[src/rtl/decoder3to8_strobe.sv]
// Sequenced 3-to-8 decoder: accepts a 3-bit code over valid/ready, drives the matching
// one-hot strobe line for HOLD cycles, idles the bus for GAP cycles, and counts strobes.
module decoder3to8_strobe #(
  parameter int HOLD  = 4,
  parameter int GAP   = 1,
  parameter int CNT_W = 8
) (
  input  logic             clk,
  input  logic             rst,
  input  logic             en,
  input  logic             in_valid,
  input  logic [2:0]       in_code,
  output logic             in_ready,
  output logic [7:0]       out,
  output logic             busy,
  output logic             done,
  output logic [CNT_W-1:0] count
);

  typedef enum logic [1:0] {
    ST_IDLE,
    ST_DRIVE,
    ST_GAP
  } state_t;

  localparam logic [7:0] HOLD_M1 = 8'(HOLD - 1);
  localparam logic [7:0] GAP_M1  = (GAP > 0) ? 8'(GAP - 1) : 8'd0;

  state_t           r_state;
  state_t           w_next;
  logic [7:0]       r_timer;
  logic [7:0]       r_out;
  logic             r_done;
  logic [CNT_W-1:0] r_count;
  logic             w_accept;
  logic             w_timer_zero;

  assign w_accept     = in_valid && in_ready;
  assign w_timer_zero = (r_timer == 8'd0);

  // NOTE: sequential state uses non-blocking assignments so every flop samples pre-edge values.
  always_ff @(posedge clk or posedge rst) begin
    if (rst) r_state <= ST_IDLE;
    else     r_state <= w_next;
  end

  // NOTE: every always_comb output gets a default first, so no path can infer a latch.
  always_comb begin
    w_next = r_state;
    case (r_state)
      ST_IDLE:  if (w_accept) w_next = ST_DRIVE;
      ST_DRIVE: if (w_timer_zero) w_next = (GAP > 0) ? ST_GAP : ST_IDLE;
      ST_GAP:   if (w_timer_zero) w_next = ST_IDLE;
      default:  w_next = ST_IDLE;
    endcase
  end

  always_comb begin
    in_ready = 1'b0;
    busy     = 1'b0;
    case (r_state)
      ST_IDLE:  in_ready = en && !rst;
      ST_DRIVE: busy     = 1'b1;
      ST_GAP:   busy     = 1'b1;
      default:  busy     = 1'b0;
    endcase
  end

  // Timer, strobe bus, completion pulse and counter; done defaults low every edge.
  always_ff @(posedge clk or posedge rst) begin
    if (rst) begin
      r_timer <= 8'd0;
      r_out   <= 8'd0;
      r_done  <= 1'b0;
      r_count <= '0;
    end else begin
      r_done <= 1'b0;
      case (r_state)
        ST_IDLE: begin
          if (w_accept) begin
            r_out   <= 8'd1 << in_code;
            r_timer <= HOLD_M1;
          end
        end
        ST_DRIVE: begin
          if (!w_timer_zero) begin
            r_timer <= r_timer - 8'd1;
          end else begin
            r_out   <= 8'd0;
            r_done  <= 1'b1;
            r_count <= r_count + CNT_W'(1);
            r_timer <= GAP_M1;
          end
        end
        ST_GAP: begin
          if (!w_timer_zero) r_timer <= r_timer - 8'd1;
        end
        default: begin
          r_out   <= 8'd0;
          r_timer <= 8'd0;
        end
      endcase
    end
  end

  assign out   = r_out;
  assign done  = r_done;
  assign count = r_count;

endmodule
[config.mk]
export PLATFORM = sky130hd
export DESIGN_NAME = decoder3to8_strobe
export DESIGN_NICKNAME = d
export VERILOG_FILES = /design/src/rtl/decoder3to8_strobe.sv
export SDC_FILE = /design/constraint.sdc
export NUM_CORES = 1
export LEC_CHECK = 0
export BUFFER_PORTS_ARGS = -buffer_cell sky130_fd_sc_hd__clkbuf_2
export CORE_MARGIN = 3
export CORE_UTILIZATION = 35
export CTS_CLUSTER_SIZE = 30
export DETAILED_ROUTE_END_ITERATION = 10
export GPL_ROUTABILITY_DRIVEN = 1
export PLACE_DENSITY = 0.53
export SLEW_MARGIN = 20
export SYNTH_ARGS = -nofsm -noshare
export SYNTH_HDL_FRONTEND = slang
export SYNTH_SLANG_ARGS = --single-unit
[constraint.sdc]
create_clock -name clk -period 1.9 [get_ports clk]
set_input_delay 0.285 -clock clk [delete_from_list [all_inputs] [get_ports clk]]
set_output_delay 0.285 -clock clk [all_outputs]
set_load 0.005 [all_outputs]
==> results.py, run 1 <==
metrics = {
    "global_route": {
        "grt_max_degree": 28,
        "antenna_found_initial": 0,
        "grt_pass1_vias": 1233,
        "grt_pass1_wl_mm": 5.73,
        "grt_overflow": 0,
        "track_usage_pct": 14.0,
    },
    "sta": {
        "fmax_mhz": 557,
        "finalCritPeriodShare_pct": 94.5,
        "holdWs_ns": 0.0670,
        "drv_slew": 0,
        "fin_worst_skew_ns": 0.00411,
        "worstMarginPinSlew_ns": 0.450,
        "slew_headroom_pct": 69.8,
        "finalSetupViolCount": 0,
        "fin_crit_ns": 1.79,
        "hold_viol_final": 0,
    },
    "power": {
        "p_leak_nw": 0.852,
        "seqPwrFrac_pct": 34.7,
        "power_frac_comb_pct": 53.0,
        "switching_share_pct": 42.7,
        "p_int_mw": 1.55,
        "powerDensity_nw_per_um2": 1510,
        "pwr-share-clk_pct": 12.2,
        "peakVddDrop_v": 0.000688,
        "p_switching_mw": 1.15,
    },
    "drt": {
        "drt-pass1-iter-count": 4,
        "antenna_left": 0,
        "postRouteWirelength_mm": 3.31,
        "dr.first_iter.drc_count": 23,
        "vias_per_cell": 5.36,
        "routedWlPerCell_um": 14.3,
        "route.detailed.drc": 0,
        "vias": 1238,
    },
    "status": {
        "status": "complete, no violations",
    },
    "synth": {
        "yosys.area.top_type": "dfrtp_1",
        "synthCells": 149,
        "synth_area_per_cell_sq_um": 10.1,
        "synth.distinct_cells": 43,
        "synth-async-reset-ratio_pct": 100,
        "synth-seq-cells": 27,
        "synth_area_sq_um": 1500,
        "ys.flop_type": "dfrtp_1",
        "ys_seq_area_share_pct": 45.0,
        "synth_edf_count": 0,
        "synth_common_cells": "dfrtp_1, nand2_1, o21ai_0",
        "synth_top_cell_area_share_pct": 45.0,
        "synth_nets": 163,
        "ys_warn_count": 0,
        "synth.most_common_cell": "dfrtp_1",
        "synth.top_cells.by_area": "dfrtp_1, ha_1, o31ai_1",
    },
    "cells_and_area": {
        "area_growth_pct": 19.3,
        "nNetsFinal": 196,
        "drive_gt1_share_pct": 28.2,
        "n_antenna_cell": 0,
        "fin_cells": 231,
        "final_util_pct": 44.2,
    },
    "clock_network": {
        "clkSinkCount": 27,
        "ctsHoldBuffers": 0,
        "cts_root_buf": "clkbuf_8",
        "clk_pin_slew_ns": 0.09,
        "clock_latency_ns": 0.28,
        "cts_tree": "built",
        "ctsLongestPathBuffers": 2,
        "htreeDepth": 1,
        "numCtsBuffers": 3,
    },
    "die": {
        "start_util_pct": 37.0,
        "die_area_sq_um": 5120,
        "num_rows": 23,
        "fp.coreArea_sq_um": 4060,
        "chipWidth_um": 71.5,
        "io_pins": 26,
        "die_height_um": 71.5,
    },
    "worst_setup_path": {
        "critPathKind": "reg2reg",
        "reg2reg_from": "r_state[0]$_DFFE_PP0P_",
        "arrival_ns": 1.97,
        "crit_fanout": 8,
        "crit_path_end_kind": "flip-flop",
        "worst_ep_required_time_ns": 2.07,
        "rr_endpoint": "out[0]$_DFFE_PP0P_",
        "rrSetupSlack_ns": 0.11,
        "reg2regPathDepth": 6,
        "start_kind": "flip-flop",
    },
    "run": {
        "maxCapViolCount": 0,
    },
    "place": {
        "io_buffers": 25,
        "dp.cells": 225,
        "gp_congestion": 0.820,
        "hpwl_mm": 2.50,
    },
    "hold_path": {
        "hold_class": "in2async",
    },
}
[critical path: stages, from the launching register on]
cell      delay (ns)
dfrtp_1         0.39
inv_1           0.09
ha_1            0.26
nor4b_4         0.30
a21oi_2         0.13
nand2b_4        0.22
o41ai_1         0.31
[cell families after synthesis]
| family | count (synthesis) | synth area share, % |
|---|---|---|
| simple gates | 51 | 22.0 |
| buf+inv | 15 | 4.83 |
| xor+xnor | 7 | 4.08 |
| fa+ha+maj | 7 | 5.83 |
| flops | 27 | 45.0 |
| compound gates | 42 | 18.3 |
[registers in the layout, indices dropped and copies added, names as in the netlist]
register and cells:
r_state 2, done 1, r_timer 8, out 8
count 8
[per-layer routing]
metal	up-vias	track usage [%]	wire length, um
met4	0	3.97	46
li1	611	-	-
met3	4	3.37	108
met2	18	23.5	1670
met5	-	0	0
met1	605	17.9	1490
[layout by cell type (no fill, tap or decap), types with 3 or more instances in the layout]
| cell | count |
|---|---|
| dfrtp_1 | 27 |
| clkbuf_2 | 25 |
| nand2_1 | 13 |
| a21oi_1 | 9 |
| buf_4 | 9 |
| o21ai_0 | 8 |
| inv_1 | 8 |
| o31ai_1 | 7 |
| ha_1 | 7 |
| nor2_1 | 6 |
| xnor2_1 | 4 |
| o21ai_1 | 4 |
| nand2b_1 | 3 |
| o2bb2ai_1 | 3 |
| nand4_1 | 3 |
| nor3_1 | 3 |
| xor2_1 | 3 |
| or4_1 | 3 |
| o41ai_1 | 3 |
| clkbuf_8 | 3 |
[power groups by stage]
stage,clock network (mW),logic (mW),registers (mW)
5_1_grt,0.373,1.60,0.965
3_3_place_gp,0,1.33,0.939
6_report,0.331,1.43,0.939
4_1_cts,0.350,1.37,0.934
3_5_place_dp,0,1.36,0.945
2_1_floorplan,0,0.974,0.912
[cell type report]
class | instances | area [sq um]
Inverter | 9 | 33.8
Multi-Input combinational cell | 107 | 783
Timing Repair Buffer | 34 | 193
Clock buffer | 4 | 45.0
Tap cell | 50 | 62.6
Sequential cell | 27 | 676
Fill cell | 405 | 2260
[metrics by stage]
stage / setup slack (ns) / instance area (sq um) / setup TNS [ns] / total power [mW]
after floorplan: 0.160 / 1500 / 0 / 1.89
after detailed placement: 0.0582 / 1700 / 0 / 2.30
after global routing: -0.0216 / 1790 / -0.0419 / 2.94
final: 0.105 / 1790 / 0 / 2.70
after global placement: 0.0989 / 1700 / 0 / 2.27
after CTS: 0.0341 / 1750 / 0 / 2.65
[worst max path at each step]
stage / startpoint / to / slack (ns) / cells after the start
5_1_grt: r_state[0]$_DFFE_PP0P_ / out[0]$_DFFE_PP0P_ / -0.02 / 6
3_3_place_gp: r_timer[0]$_DFFE_PP0P_ / r_timer[4]$_DFFE_PP0P_ / 0.1 / 6
2_1_floorplan: r_state[0]$_DFFE_PP0P_ / r_timer[4]$_DFFE_PP0P_ / 0.16 / 7
3_5_place_dp: r_state[0]$_DFFE_PP0P_ / r_timer[4]$_DFFE_PP0P_ / 0.06 / 6
6_report: r_state[0]$_DFFE_PP0P_ / out[0]$_DFFE_PP0P_ / 0.11 / 6
4_1_cts: r_state[0]$_DFFE_PP0P_ / r_timer[4]$_DFFE_PP0P_ / 0.03 / 6
[what timing repair did]
item / in CTS / in global routing
setup endpoints to repair: 0 / 20
endpoints found under the hold margin: 0 / 0
buffers inserted: 0 / 2
resized for setup: 0 / 8
Power figures use the tool's default switching activity.
==> run 2: changes to the inputs <==
--- a/config.mk
+++ b/config.mk
@@ -6,7 +6,6 @@
 export NUM_CORES = 1
 export LEC_CHECK = 0
 export BUFFER_PORTS_ARGS = -buffer_cell sky130_fd_sc_hd__clkbuf_2
-export CORE_MARGIN = 3
 export CORE_UTILIZATION = 35
 export CTS_CLUSTER_SIZE = 30
 export DETAILED_ROUTE_END_ITERATION = 10
==> constraint.sdc (replaced) <==
create_clock -name clk -period 1.9 [get_ports clk]
set_input_delay 0.285 -clock clk [delete_from_list [all_inputs] [get_ports clk]]
set_output_delay 0.285 -clock clk [all_outputs]
set_load 0.02 [all_outputs]
==> run 2 against run 1 <==
Effect of this change:
- first-iteration DRC count rose by 70%
- power up 6.2%
- critical endpoint is now r_timer[4]$_DFFE_PP0P_
- utilization rose by 0.40 points
- combinational power is 13% higher
- clock-buffer cell count shrank 1
- sequential cell count stayed put
- sequential power is 0.9% lower
- cell count up 0.43%
- register-to-register slack about the same
- hold slack better by 0.0076 ns
- die area decreased by 11%
- cell area up 0.91%
- largest cell class unchanged
==> results.py, run 2 (synthesis results as in run 1) <==
metrics = {
    "worst_setup_path": {
        "start_kind": "flip-flop",
        "crit_path_end_kind": "flip-flop",
        "crit_chain": "inv_1, ha_1, nor4bb_1, and2_2, or4_1, a21oi_1",
        "critPathKind": "reg2reg",
        "slowest_stage": "or4_1",
        "worst_ep_required_time_ns": 2.10,
        "crit_fanout": 9,
        "arrival_ns": 1.99,
        "crit_family": "simple AND/OR/NAND/NOR gates",
        "cp.buffers_inverters": 1,
        "slowest_delay_ns": 0.47,
    },
    "clock_network": {
        "clock_latency_ns": 0.27,
        "ctsHoldBuffers": 0,
        "htreeDepth": 1,
        "cts_root_buf": "clkbuf_8",
        "clk_pin_slew_ns": 0.09,
        "numCtsBuffers": 3,
        "ctsLongestPathBuffers": 2,
        "cts_tree": "built",
        "clkSinkCount": 27,
    },
    "place": {
        "hpwl_mm": 2.43,
        "io_buffers": 25,
        "gp_congestion": 0.807,
    },
    "status": {
        "status": "complete, no violations",
    },
    "sta": {
        "drv_slew": 0,
        "fmax_mhz": 559,
        "holdWs_ns": 0.0746,
        "slew_headroom_pct": 69.9,
        "finalCritPeriodShare_pct": 94.2,
        "fin_worst_skew_ns": 0.00136,
        "worstMarginPinSlew_ns": 0.452,
        "finalSetupViolCount": 0,
        "fin_crit_ns": 1.79,
        "tns_ns": 0,
        "hold_viol_final": 0,
    },
    "drt": {
        "vias_per_cell": 5.32,
        "route.detailed.drc": 0,
        "drt-pass1-iter-count": 4,
        "routedWlPerCell_um": 14.2,
        "dr.first_iter.drc_count": 39,
        "postRouteWirelength_mm": 3.29,
        "antenna_left": 0,
        "vias": 1235,
    },
    "cells_and_area": {
        "nNetsFinal": 197,
        "area_growth_pct": 20.4,
        "final_common_cell": "dfrtp_1",
        "drive_gt1_share_pct": 29.1,
        "layout_common_cells": "dfrtp_1, clkbuf_2, nand2_1",
        "final_util_pct": 44.6,
        "n_antenna_cell": 0,
    },
    "power": {
        "peakVddDrop_v": 0.000976,
        "p_leak_nw": 0.872,
        "power_mw": 2.87,
        "powerDensity_nw_per_um2": 1590,
    },
    "global_route": {
        "grt_pass1_wl_mm": 5.20,
        "grt_overflow": 0,
        "antenna_found_initial": 0,
        "grt_max_degree": 28,
        "track_usage_pct": 15.0,
        "grt_pass1_vias": 1125,
    },
    "run": {
        "maxCapViolCount": 0,
    },
    "die": {
        "start_util_pct": 37.0,
        "chipWidth_um": 67.5,
        "die_height_um": 67.5,
        "num_rows": 23,
        "io_pins": 26,
        "die_area_sq_um": 4560,
        "fp.coreArea_sq_um": 4060,
    },
    "hold_path": {
        "hold_class": "in2async",
    },
}
[run 2: through the flow]
| stage | instances | cell area [sq um] | worst slack [ns] |
|---|---|---|---|
| final | 232 | 1810 | 0.110 |
| after global routing | 232 | 1810 | -0.00373 |
| after CTS | 229 | 1750 | 0.00218 |
| after detailed placement | 225 | 1700 | 0.0246 |
| after global placement | 225 | 1700 | 0.146 |
| after floorplan | 149 | 1500 | 0.160 |
[run 2: repair_timing]
item                                    4_1_cts  5_1_grt
resized for setup                             0        8
endpoints found under the setup margin        0       16
buffers inserted                              0        3
[run 2: where the power goes]
group	total (mW)	internal (mW)	switching (mW)	leakage (nW)
logic	1.61	0.660	0.953	0.485
registers	0.931	0.753	0.177	0.361
clock network	0.326	0.147	0.180	0.0255
[run 2: final cells by class]
class / instances / area, sq um
fill: 387 / 2250
multi-input combinational: 107 / 791
sequential: 27 / 676
timing repair buffer: 35 / 200
tap: 50 / 62.6
clock buffer: 3 / 41.3
inverter: 9 / 33.8
clock inverter: 1 / 5.00
[run 2: routing by layer]
layer | global-route usage, % | up-vias | part of all wire (%)
met4 | 1.60 | 0 | 0
met2 | 25.5 | 20 | 51
met1 | 19.7 | 601 | 46
met3 | 3.55 | 0 | 3.6
met5 | 0 | - | 0
li1 | - | 614 | -
[run 2: worst min-delay path, cell delays in order]
cell      delay [ns]
clkbuf_2        0.09
inv_1           0.05
buf_4           0.34
[run 2: final timing paths]
check,depth (start not counted),start,to,slack [ns]
setup / recovery,6,r_timer[1]$_DFFE_PP0P_,r_timer[4]$_DFFE_PP0P_,0.11
hold / removal,3,rst,count[4]$_DFFE_PP0P_,0.07
setup reg to reg,6,r_timer[1]$_DFFE_PP0P_,r_timer[4]$_DFFE_PP0P_,0.11
hold reg to reg,1,count[7]$_DFFE_PP0P_,count[7]$_DFFE_PP0P_,0.48
max in group asynchronous,3,rst,r_timer[3]$_DFFE_PP0P_,1.56
min in group clk,2,in_code[0],out[4]$_DFFE_PP0P_,0.27
